<file path="src/rtl/pipe_hazard_ctrl_pkg.sv">
// Shared definitions for the pipeline stall/flush controller:
// wait-state FSM encoding and default stage geometry.
package pipe_hazard_ctrl_pkg;

  typedef enum logic [1:0] {
    RUN       = 2'd0,
    DIV_BUSY  = 2'd1,
    DMEM_WAIT = 2'd2
  } state_e;

  localparam int NSTAGE_DEF  = 5;
  localparam int DEC_STG_DEF = 1;
  localparam int EXE_STG_DEF = 2;
  localparam int MEM_STG_DEF = 3;
  localparam int REG_W_DEF   = 5;
  localparam int TIMEOUT_DEF = 64;
  localparam int CNT_W_DEF   = 32;

endpackage

</file>
<file path="src/rtl/pipe_hazard_ctrl_hazard_detect.sv">
// Load-use and branch-operand hazard compare.
// Register 0 is hardwired and never a producer.
module hazard_detect #(
  parameter int REG_W = 5
) (
  input  logic [REG_W-1:0] rs_d_i,
  input  logic [REG_W-1:0] rt_d_i,
  input  logic             branch_d_i,
  input  logic [REG_W-1:0] writereg_e_i,
  input  logic             regwrite_e_i,
  input  logic             memtoreg_e_i,
  input  logic [REG_W-1:0] writereg_m_i,
  input  logic             memtoreg_m_i,
  output logic             lwstall_o,
  output logic             brstall_o
);

  logic e_hit;
  logic m_hit;

  assign e_hit = (writereg_e_i != '0) &&
                 ((writereg_e_i == rs_d_i) ||
                  (writereg_e_i == rt_d_i));

  assign m_hit = (writereg_m_i != '0) &&
                 ((writereg_m_i == rs_d_i) ||
                  (writereg_m_i == rt_d_i));

  assign lwstall_o = memtoreg_e_i & regwrite_e_i & e_hit;

  assign brstall_o = branch_d_i &
                     ((regwrite_e_i & e_hit) |
                      (memtoreg_m_i & m_hit));

endmodule

</file>
<file path="src/rtl/pipe_hazard_ctrl.sv">
// Per-stage stall/flush generation with divide/dmem wait FSM,
// wait-state watchdog and stall-cycle counter.
module pipe_hazard_ctrl
  import pipe_hazard_ctrl_pkg::*;
#(
  parameter int NSTAGE  = NSTAGE_DEF,
  parameter int DEC_STG = DEC_STG_DEF,
  parameter int EXE_STG = EXE_STG_DEF,
  parameter int MEM_STG = MEM_STG_DEF,
  parameter int REG_W   = REG_W_DEF,
  parameter int TIMEOUT = TIMEOUT_DEF,
  parameter int CNT_W   = CNT_W_DEF
) (
  input  logic              clk,
  input  logic              rst,
  input  logic [REG_W-1:0]  rs_d,
  input  logic [REG_W-1:0]  rt_d,
  input  logic              branch_d,
  input  logic [REG_W-1:0]  writereg_e,
  input  logic              regwrite_e,
  input  logic              memtoreg_e,
  input  logic [REG_W-1:0]  writereg_m,
  input  logic              memtoreg_m,
  input  logic              div_start_e,
  input  logic              div_done,
  input  logic              dmem_req_m,
  input  logic              dmem_ready,
  input  logic              imem_ready,
  input  logic              exc_m,
  output logic [NSTAGE-1:0] stall_o,
  output logic [NSTAGE-1:0] flush_o,
  output logic              div_abort_o,
  output logic              redirect_o,
  output logic              err_timeout_o,
  output logic [CNT_W-1:0]  stall_cnt_o
);

  localparam int WAIT_W = (TIMEOUT > 1) ? $clog2(TIMEOUT) : 1;
  localparam logic [WAIT_W-1:0] W_MAX = WAIT_W'(TIMEOUT - 1);

  localparam logic [NSTAGE-1:0] ONE   = NSTAGE'(1);
  localparam logic [NSTAGE-1:0] MSK_D = (ONE << (DEC_STG + 1)) - ONE;
  localparam logic [NSTAGE-1:0] MSK_E = (ONE << (EXE_STG + 1)) - ONE;
  localparam logic [NSTAGE-1:0] MSK_M = (ONE << (MEM_STG + 1)) - ONE;

  state_e              state_q, state_d;
  logic [WAIT_W-1:0]   wait_q, wait_d;
  logic                err_q, err_d;
  logic [CNT_W-1:0]    cnt_q;

  logic [NSTAGE-1:0]   stall_c, flush_c;
  logic                abort_c, redir_c;
  logic                lwstall, brstall;
  logic                div_act, waiting;

  hazard_detect #(
    .REG_W (REG_W)
  ) u_hd (
    .rs_d_i       (rs_d),
    .rt_d_i       (rt_d),
    .branch_d_i   (branch_d),
    .writereg_e_i (writereg_e),
    .regwrite_e_i (regwrite_e),
    .memtoreg_e_i (memtoreg_e),
    .writereg_m_i (writereg_m),
    .memtoreg_m_i (memtoreg_m),
    .lwstall_o    (lwstall),
    .brstall_o    (brstall)
  );

  assign div_act = (state_q == DIV_BUSY) ||
                   ((state_q == RUN) && div_start_e);

  // Priority chain: lower sources are masked, not queued.
  always_comb begin
    state_d = state_q;
    stall_c = '0;
    flush_c = '0;
    abort_c = 1'b0;
    redir_c = 1'b0;
    if (!rst) begin
      state_d = RUN;
    end else if (exc_m) begin
      flush_c = MSK_M;
      redir_c = 1'b1;
      abort_c = (state_q == DIV_BUSY) | div_start_e;
      state_d = RUN;
    end else if (dmem_req_m && !dmem_ready) begin
      stall_c = MSK_M;
      flush_c = ONE << (MEM_STG + 1);
      state_d = DMEM_WAIT;
    end else if (div_act && !div_done) begin
      stall_c = MSK_E;
      flush_c = ONE << MEM_STG;
      state_d = DIV_BUSY;
    end else begin
      state_d = RUN;
      if (lwstall || brstall) begin
        stall_c = MSK_D;
        flush_c = ONE << EXE_STG;
      end else if (!imem_ready) begin
        stall_c = ONE;
        flush_c = ONE << DEC_STG;
      end
    end
  end

  assign waiting = (state_q != RUN) && (state_d != RUN);

  always_comb begin
    wait_d = '0;
    err_d  = err_q;
    if (waiting) begin
      wait_d = (wait_q == W_MAX) ? wait_q : wait_q + 1'b1;
      if (wait_q == W_MAX) err_d = 1'b1;
    end
  end

  always_ff @(posedge clk) begin
    if (!rst) begin
      state_q <= RUN;
      wait_q  <= '0;
      err_q   <= 1'b0;
      cnt_q   <= '0;
    end else begin
      state_q <= state_d;
      wait_q  <= wait_d;
      err_q   <= err_d;
      cnt_q   <= cnt_q + CNT_W'(|stall_c);
    end
  end

  assign stall_o       = stall_c;
  assign flush_o       = flush_c;
  assign div_abort_o   = abort_c;
  assign redirect_o    = redir_c;
  assign err_timeout_o = err_q;
  assign stall_cnt_o   = cnt_q;

endmodule
</file>
<file path="config.mk">
export PLATFORM = sky130hd
export DESIGN_NAME = pipe_hazard_ctrl
export DESIGN_NICKNAME = d
export VERILOG_FILES = /design/src/rtl/pipe_hazard_ctrl_pkg.sv /design/src/rtl/pipe_hazard_ctrl_hazard_detect.sv /design/src/rtl/pipe_hazard_ctrl.sv
export SDC_FILE = /design/constraint.sdc
export NUM_CORES = 1
export LEC_CHECK = 0
export CAP_MARGIN = 20
export CORE_MARGIN = 2
export CORE_UTILIZATION = 40
export DETAILED_ROUTE_END_ITERATION = 10
export GPL_ROUTABILITY_DRIVEN = 0
export PLACE_DENSITY = 0.73
export SLEW_MARGIN = 20
export SYNTH_ARGS = -nofsm -noshare
export SYNTH_HDL_FRONTEND = slang
export SYNTH_SLANG_ARGS = --single-unit
export TNS_END_PERCENT = 50
</file>
<file path="constraint.sdc">
create_clock -name clk -period 3.1 [get_ports clk]
set_clock_uncertainty 0.15 [all_clocks]
set_input_delay 0.62 -clock clk [delete_from_list [all_inputs] [get_ports clk]]
set_output_delay 0.62 -clock clk [all_outputs]
set_load 0.005 [all_outputs]
</file>
# After elaboration in Yosys (flattened, before gate mapping)
# Cells that the tools add are included.
# Widths: inputs -> output; s select.
[totals] ff_bits=41 in_bits=32 out_inout_bits=45 wordCells=59
[op_classes] n_addsub=2 n_eq_ne=6 muxes=20 n_bitwise=7 n_reduce_logical=20
[ops] op="$add 32x1->32" count=1
[ops] op="$eq 5x5->1" count=4
[ops] op="$mux 4" count=4
[ops] op="$mux 5" count=3
[ops] op="$mux 2" count=5
[ops] op="$reduce_bool 5->1" count=2
[ops] op="$add 6x1->6 const B" count=1
[ops] op="$eq 6x6->1 const B" count=1
[ops] op="$logic_and 1x1->1" count=6
[ops] op="$mux 1" count=6
[ops] op="$mux 3" count=2
[ops] op="$and 1x1->1" count=5
[ops] op="$reduce_or 5->1" count=1
[ops] op="$logic_or 1x1->1" count=4
[ops] op="$reduce_and 2->1" count=2
[ops] op="$reduce_bool 2->1" count=2
[ops] op="$eq 2x1->1 const B" count=1
[ops] op="$logic_not 1->1" count=2
[ops] op="$logic_not 2->1" count=1
[ops] op="$or 1x1->1" count=2

# Logic depth before layout (Yosys ltp)
[logic_depth] word_depth=14 mapped_depth=13 ltp_nobuf=12

# By module
# From an unflattened synthesis, not the netlist that was laid out.
[hier_totals] cells_unflattened=262 area_unflattened_um2=2247.2
[by_module_without_submodules] mod="pipe_hazard_ctrl" instances=1 cells_per_inst=224 area_per_inst_um2=1974.4 seq_area_each_um2=820.8
[by_module_without_submodules] mod="hazard_detect" instances=1 cells_per_inst=38 area_per_inst_um2=272.8 seq_area_each_um2=0.0

# Worst setup path after synthesis
# OpenSTA, ideal clock, no wires.
[synth_path] kind="in2reg" startpoint="in writereg_m[1]" endpoint="reg cnt_q[30], in the netlist stall_cnt_o[30]" setup_time_ns=0.115 arrival_ns=2.965 required_ns=2.835 path_slack_ns=-0.129 cell_stages=12 path_buffers=1 cell_sequence="or3_1 > o311a_1 > a22oi_1 > a31oi_1 > ha_1 > ha_1 > and4_1 > clkbuf_1 > and4bb_2 > nand4_1 > xnor2_1 > and2_1"
[synth_between] elab_chain_cells=14 elab_cells_between_ends=16 cone_classes="add/sub (1); eq/ne (2); mux (5); bitwise (3); reduce/logical (5)"
[synth_lines] element="start, declared" line_no="pipe_hazard_ctrl.sv:22" text="input logic [REG_W-1:0] writereg_m,"
[synth_lines] element="$eq 5x5->1 (on tied branches)" line_no="pipe_hazard_ctrl_hazard_detect.sv:26, pipe_hazard_ctrl_hazard_detect.sv:27"
[synth_lines] element="$logic_or 1x1->1" line_no="pipe_hazard_ctrl_hazard_detect.sv:26" text="((writereg_m_i == rs_d_i) ||"
[synth_lines] element="$logic_and 1x1->1 *" line_no="pipe_hazard_ctrl_hazard_detect.sv:25" text="assign m_hit = (writereg_m_i != '0) &&"
[synth_lines] element="$and 1x1->1 *" line_no="pipe_hazard_ctrl_hazard_detect.sv:33" text="(memtoreg_m_i & m_hit));"
[synth_lines] element="$or 1x1->1 *" line_no="pipe_hazard_ctrl_hazard_detect.sv:32" text="((regwrite_e_i & e_hit) |"
[synth_lines] element="$and 1x1->1 *" line_no="pipe_hazard_ctrl_hazard_detect.sv:31" text="assign brstall_o = branch_d_i &"
[synth_lines] element="$logic_or 1x1->1 *" line_no="pipe_hazard_ctrl.sv:98" text="if (lwstall || brstall) begin"
[synth_lines] element="$mux 2 *" line_no="pipe_hazard_ctrl.sv:98"
[synth_lines] element="$mux 3 *" line_no="pipe_hazard_ctrl.sv:92" text="end else if (div_act && !div_done) begin"
[synth_lines] element="$mux 4 *" line_no="pipe_hazard_ctrl.sv:88" text="end else if (dmem_req_m && !dmem_ready) begin"
[synth_lines] element="$mux 4 *" line_no="pipe_hazard_ctrl.sv:83" text="end else if (exc_m) begin"
[synth_lines] element="$mux 4 *" line_no="pipe_hazard_ctrl.sv:81" text="if (!rst) begin"
[synth_lines] element="$reduce_or 5->1 *" line_no="pipe_hazard_ctrl.sv:129" text="cnt_q <= cnt_q + CNT_W'(|stall_c);"
[synth_lines] element="$add 32x1->32 *" line_no="pipe_hazard_ctrl.sv:129"
[synth_lines] element="end signal, assigned" line_no="pipe_hazard_ctrl.sv:129"
[synth_lines] element="end, declared" line_no="pipe_hazard_ctrl.sv:49" text="logic [CNT_W-1:0] cnt_q;"
# Mark *: on every way between the ends. The rest lies on a longest branch, timed or not.
# A chain may end at the register's enable or synchronous reset.

# Final worst setup path
[layout_path] startpoint="in writereg_m[0]" endpoint="out stall_o[0]"
[layout_between] elab_chain_cells=12 elab_cells_between_ends=14 cone_classes="eq/ne (2); mux (5); bitwise (3); reduce/logical (4)"
[layout_lines] element="$eq 5x5->1 (on tied branches)" line_no="pipe_hazard_ctrl_hazard_detect.sv:26, pipe_hazard_ctrl_hazard_detect.sv:27"
[layout_lines] element="$logic_or 1x1->1" line_no="pipe_hazard_ctrl_hazard_detect.sv:26"
[layout_lines] element="$logic_and 1x1->1 *" line_no="pipe_hazard_ctrl_hazard_detect.sv:25"
[layout_lines] element="$and 1x1->1 *" line_no="pipe_hazard_ctrl_hazard_detect.sv:33"
[layout_lines] element="$or 1x1->1 *" line_no="pipe_hazard_ctrl_hazard_detect.sv:32"
[layout_lines] element="$and 1x1->1 *" line_no="pipe_hazard_ctrl_hazard_detect.sv:31"
[layout_lines] element="$logic_or 1x1->1 *" line_no="pipe_hazard_ctrl.sv:98"
[layout_lines] element="$mux 2 *" line_no="pipe_hazard_ctrl.sv:98"
[layout_lines] element="$mux 3 *" line_no="pipe_hazard_ctrl.sv:92"
[layout_lines] element="$mux 4 *" line_no="pipe_hazard_ctrl.sv:88"
[layout_lines] element="$mux 4 *" line_no="pipe_hazard_ctrl.sv:83"
[layout_lines] element="$mux 4 *" line_no="pipe_hazard_ctrl.sv:81"
[layout_lines] element="end, declared" line_no="pipe_hazard_ctrl.sv:30" text="output logic [NSTAGE-1:0] stall_o,"
# Marks and branches as above.

==> results.toml <==
[outcome]
status = "completed"

[final_layout]
drive_gt1_frac = 0.194
n_antenna_cell = 0
final_common_cell = "clkdlybuf4s50_1"
area_growth_pct = 48.1
final_util = 0.613
final_cells = 427
final_cell_mix = "clkdlybuf4s50_1, xnor2_1, dfxtp_1"
nets = 389

[sta]
fin_ws_ns = 0.0670
timing_hold_violations_final = 0
maxSlewViolCount = 0
max_freq_ghz = 0.330
setup_viol_count_final = 0
fin_crit_sh = 0.978
hold_ws_ns = 0.322
finalCriticalPeriod_ns = 3.03

[place]
port-buffer-count = 75
post-place-ws_ns = -0.480
dp.cells = 413
dp_hpwl_um = 4030

[synth]
syn_inst = 260
synth_area_mm2 = 0.00226
yosysUniqueCellTypes = 44
async_flop_share = 0
synth.avg_cell_area_um2 = 8.71
synth-edff-count = 0
ys_seq_area_frac = 0.362
synth_flop_cell = "dfxtp_1"
synth_nets = 295
ys_ff_latch = 41
synth_warnings = 0

[floorplan]
die-area_mm2 = 0.00628
rows = 27
die_y_um = 79.2
boundaryPins = 77
core_area_mm2 = 0.00547
die_width_um = 79.2
start_util = 0.414

[worst_setup_path]
crit_arrival_ns = 2.26
worst-path-max-fanout = 3
r2r_slack_ns = 0.59
critPathLaunchType = "primary input"
critPathKind = "primary input to primary output"
cp.required_ns = 2.33
cp-end-kind = "primary output"

[routing]
num_vias = 2119
antenna_left = 0
avgViaCountPerCell = 4.96
dr_wl_met2_um = 2580
route.detailed.drc = 0
wl_met3_um = 379
first_pass_iters = 4
highest_layer = "met4"
routed_wl_um = 5350
drtIter0Drc = 64
met1_length_um = 2320
wl_per_cell_um = 12.5

[global_route]
grt_pass1_vias = 1932
antenna_found_initial = 0
grt_pass1_wl_um = 8310
grt_remaining_overflow = 0
grt_use_total = 0.165
grt_max_degree = 36

[cts]
clockBufferDepth = 2
htree_levels = 2
cts_tree = "yes"
postCtsHoldBufs = 0
cts.sinks = 41
clock_latency_ns = 0.29
numCtsBuffers = 5
clk_pin_slew_ns = 0.08
clock-root-buffer = "clkbuf_8"

[run]
maxCapViolations = 0

[worst_hold_path]
worst_hold_path_type = "register to register"

[pwr]
power-per-cell-area_mw_per_mm2 = 309
ir_drop_uv = 172
leakagePower_nw = 1.35
[power breakdown]
group | total [W] | switching, W | internal, W
sequential | 0.000530 | 0.00000200 | 0.000528
combinational | 0.000141 | 0.0000598 | 0.0000813
clock | 0.000365 | 0.000184 | 0.000181
[cells in the mapped netlist (all sizes together), types with 3 or more instances]
cell | number | area share
a21oi | 5 | 0.011
nor2b | 4 | 0.011
buf | 6 | 0.017
or3 | 6 | 0.017
clkbuf | 7 | 0.012
xor2 | 7 | 0.027
nand3 | 20 | 0.044
and3 | 8 | 0.022
a21boi | 3 | 0.0099
dfxtp | 41 | 0.36
inv | 3 | 0.0050
nor3 | 5 | 0.011
ha | 3 | 0.017
xnor2 | 41 | 0.16
nor2 | 15 | 0.026
o21ai | 7 | 0.015
and2 | 26 | 0.072
nand2 | 16 | 0.027
nand4 | 11 | 0.036
[what timing repair did]
action                                  4_1_cts  5_1_grt
setup buffers                                 1        5
resized for setup                            26       52
pin swaps                                     3       23
endpoints found under the hold margin         0        0
endpoints found under the setup margin       27       16
[kinds of logic after synthesis]
group	count (synthesis)	share of synthesized area
DFF	41	0.362
xor gates and xnor gates	48	0.186
other	1	0.00166
muxes	2	0.00884
adders and majority gates	3	0.0166
buffers and inverters	16	0.0337
AOI/OAI and AO/OA	26	0.0729
and+or+nand+nor	123	0.318
[final cells by class]
class | count | area [um^2]
clock buffer | 6 | 82.6
clock inverter | 2 | 13.8
fill | 497 | 2120
inverter | 3 | 11.3
multi-input combinational | 203 | 1460
sequential | 41 | 821
tap | 72 | 90.1
timing repair buffer | 100 | 875
[registers in the layout, summed over array words and instances, names as in the netlist]
name and count:
state_q 2, stall_cnt_o 32, wait_q 6, err_timeout_o 1
[stage by stage]
stage	setup TNS [ns]	area (um^2)	power, W
after floorplan	0	2270	0.000600
after global placement	-9.25	3190	0.000682
after detailed placement	-11.14	3190	0.000684
after CTS	0	3280	0.00104
after global routing	-0.0627	3350	0.00109
final	0	3350	0.00104
[path summary, 6_finish.rpt]
kind / startpoint / to / depth (start not counted)
worst max-delay path: writereg_m[0] / stall_o[0] / 8
worst min-delay path: err_timeout_o / err_timeout_o / 1
worst max register to register: state_q[0] / stall_cnt_o[14] / 10
worst min register to register: err_timeout_o / err_timeout_o / 1
[worst max-delay path: stages]
cell           delay [ns]
clkbuf_2             0.11
or3_4                0.39
o311a_4              0.39
a22oi_2              0.17
buf_4                0.14
buf_4                0.10
a31oi_1              0.07
dlygate4sd2_1        0.27
[metal layers]
layer / global-route usage / vias to the layer above
met5: 0 / -
met4: 0.0534 / 0
met3: 0.0500 / 6
met2: 0.281 / 70
met1: 0.199 / 963
li1: - / 1080
(Power assumes the default switching activity.)
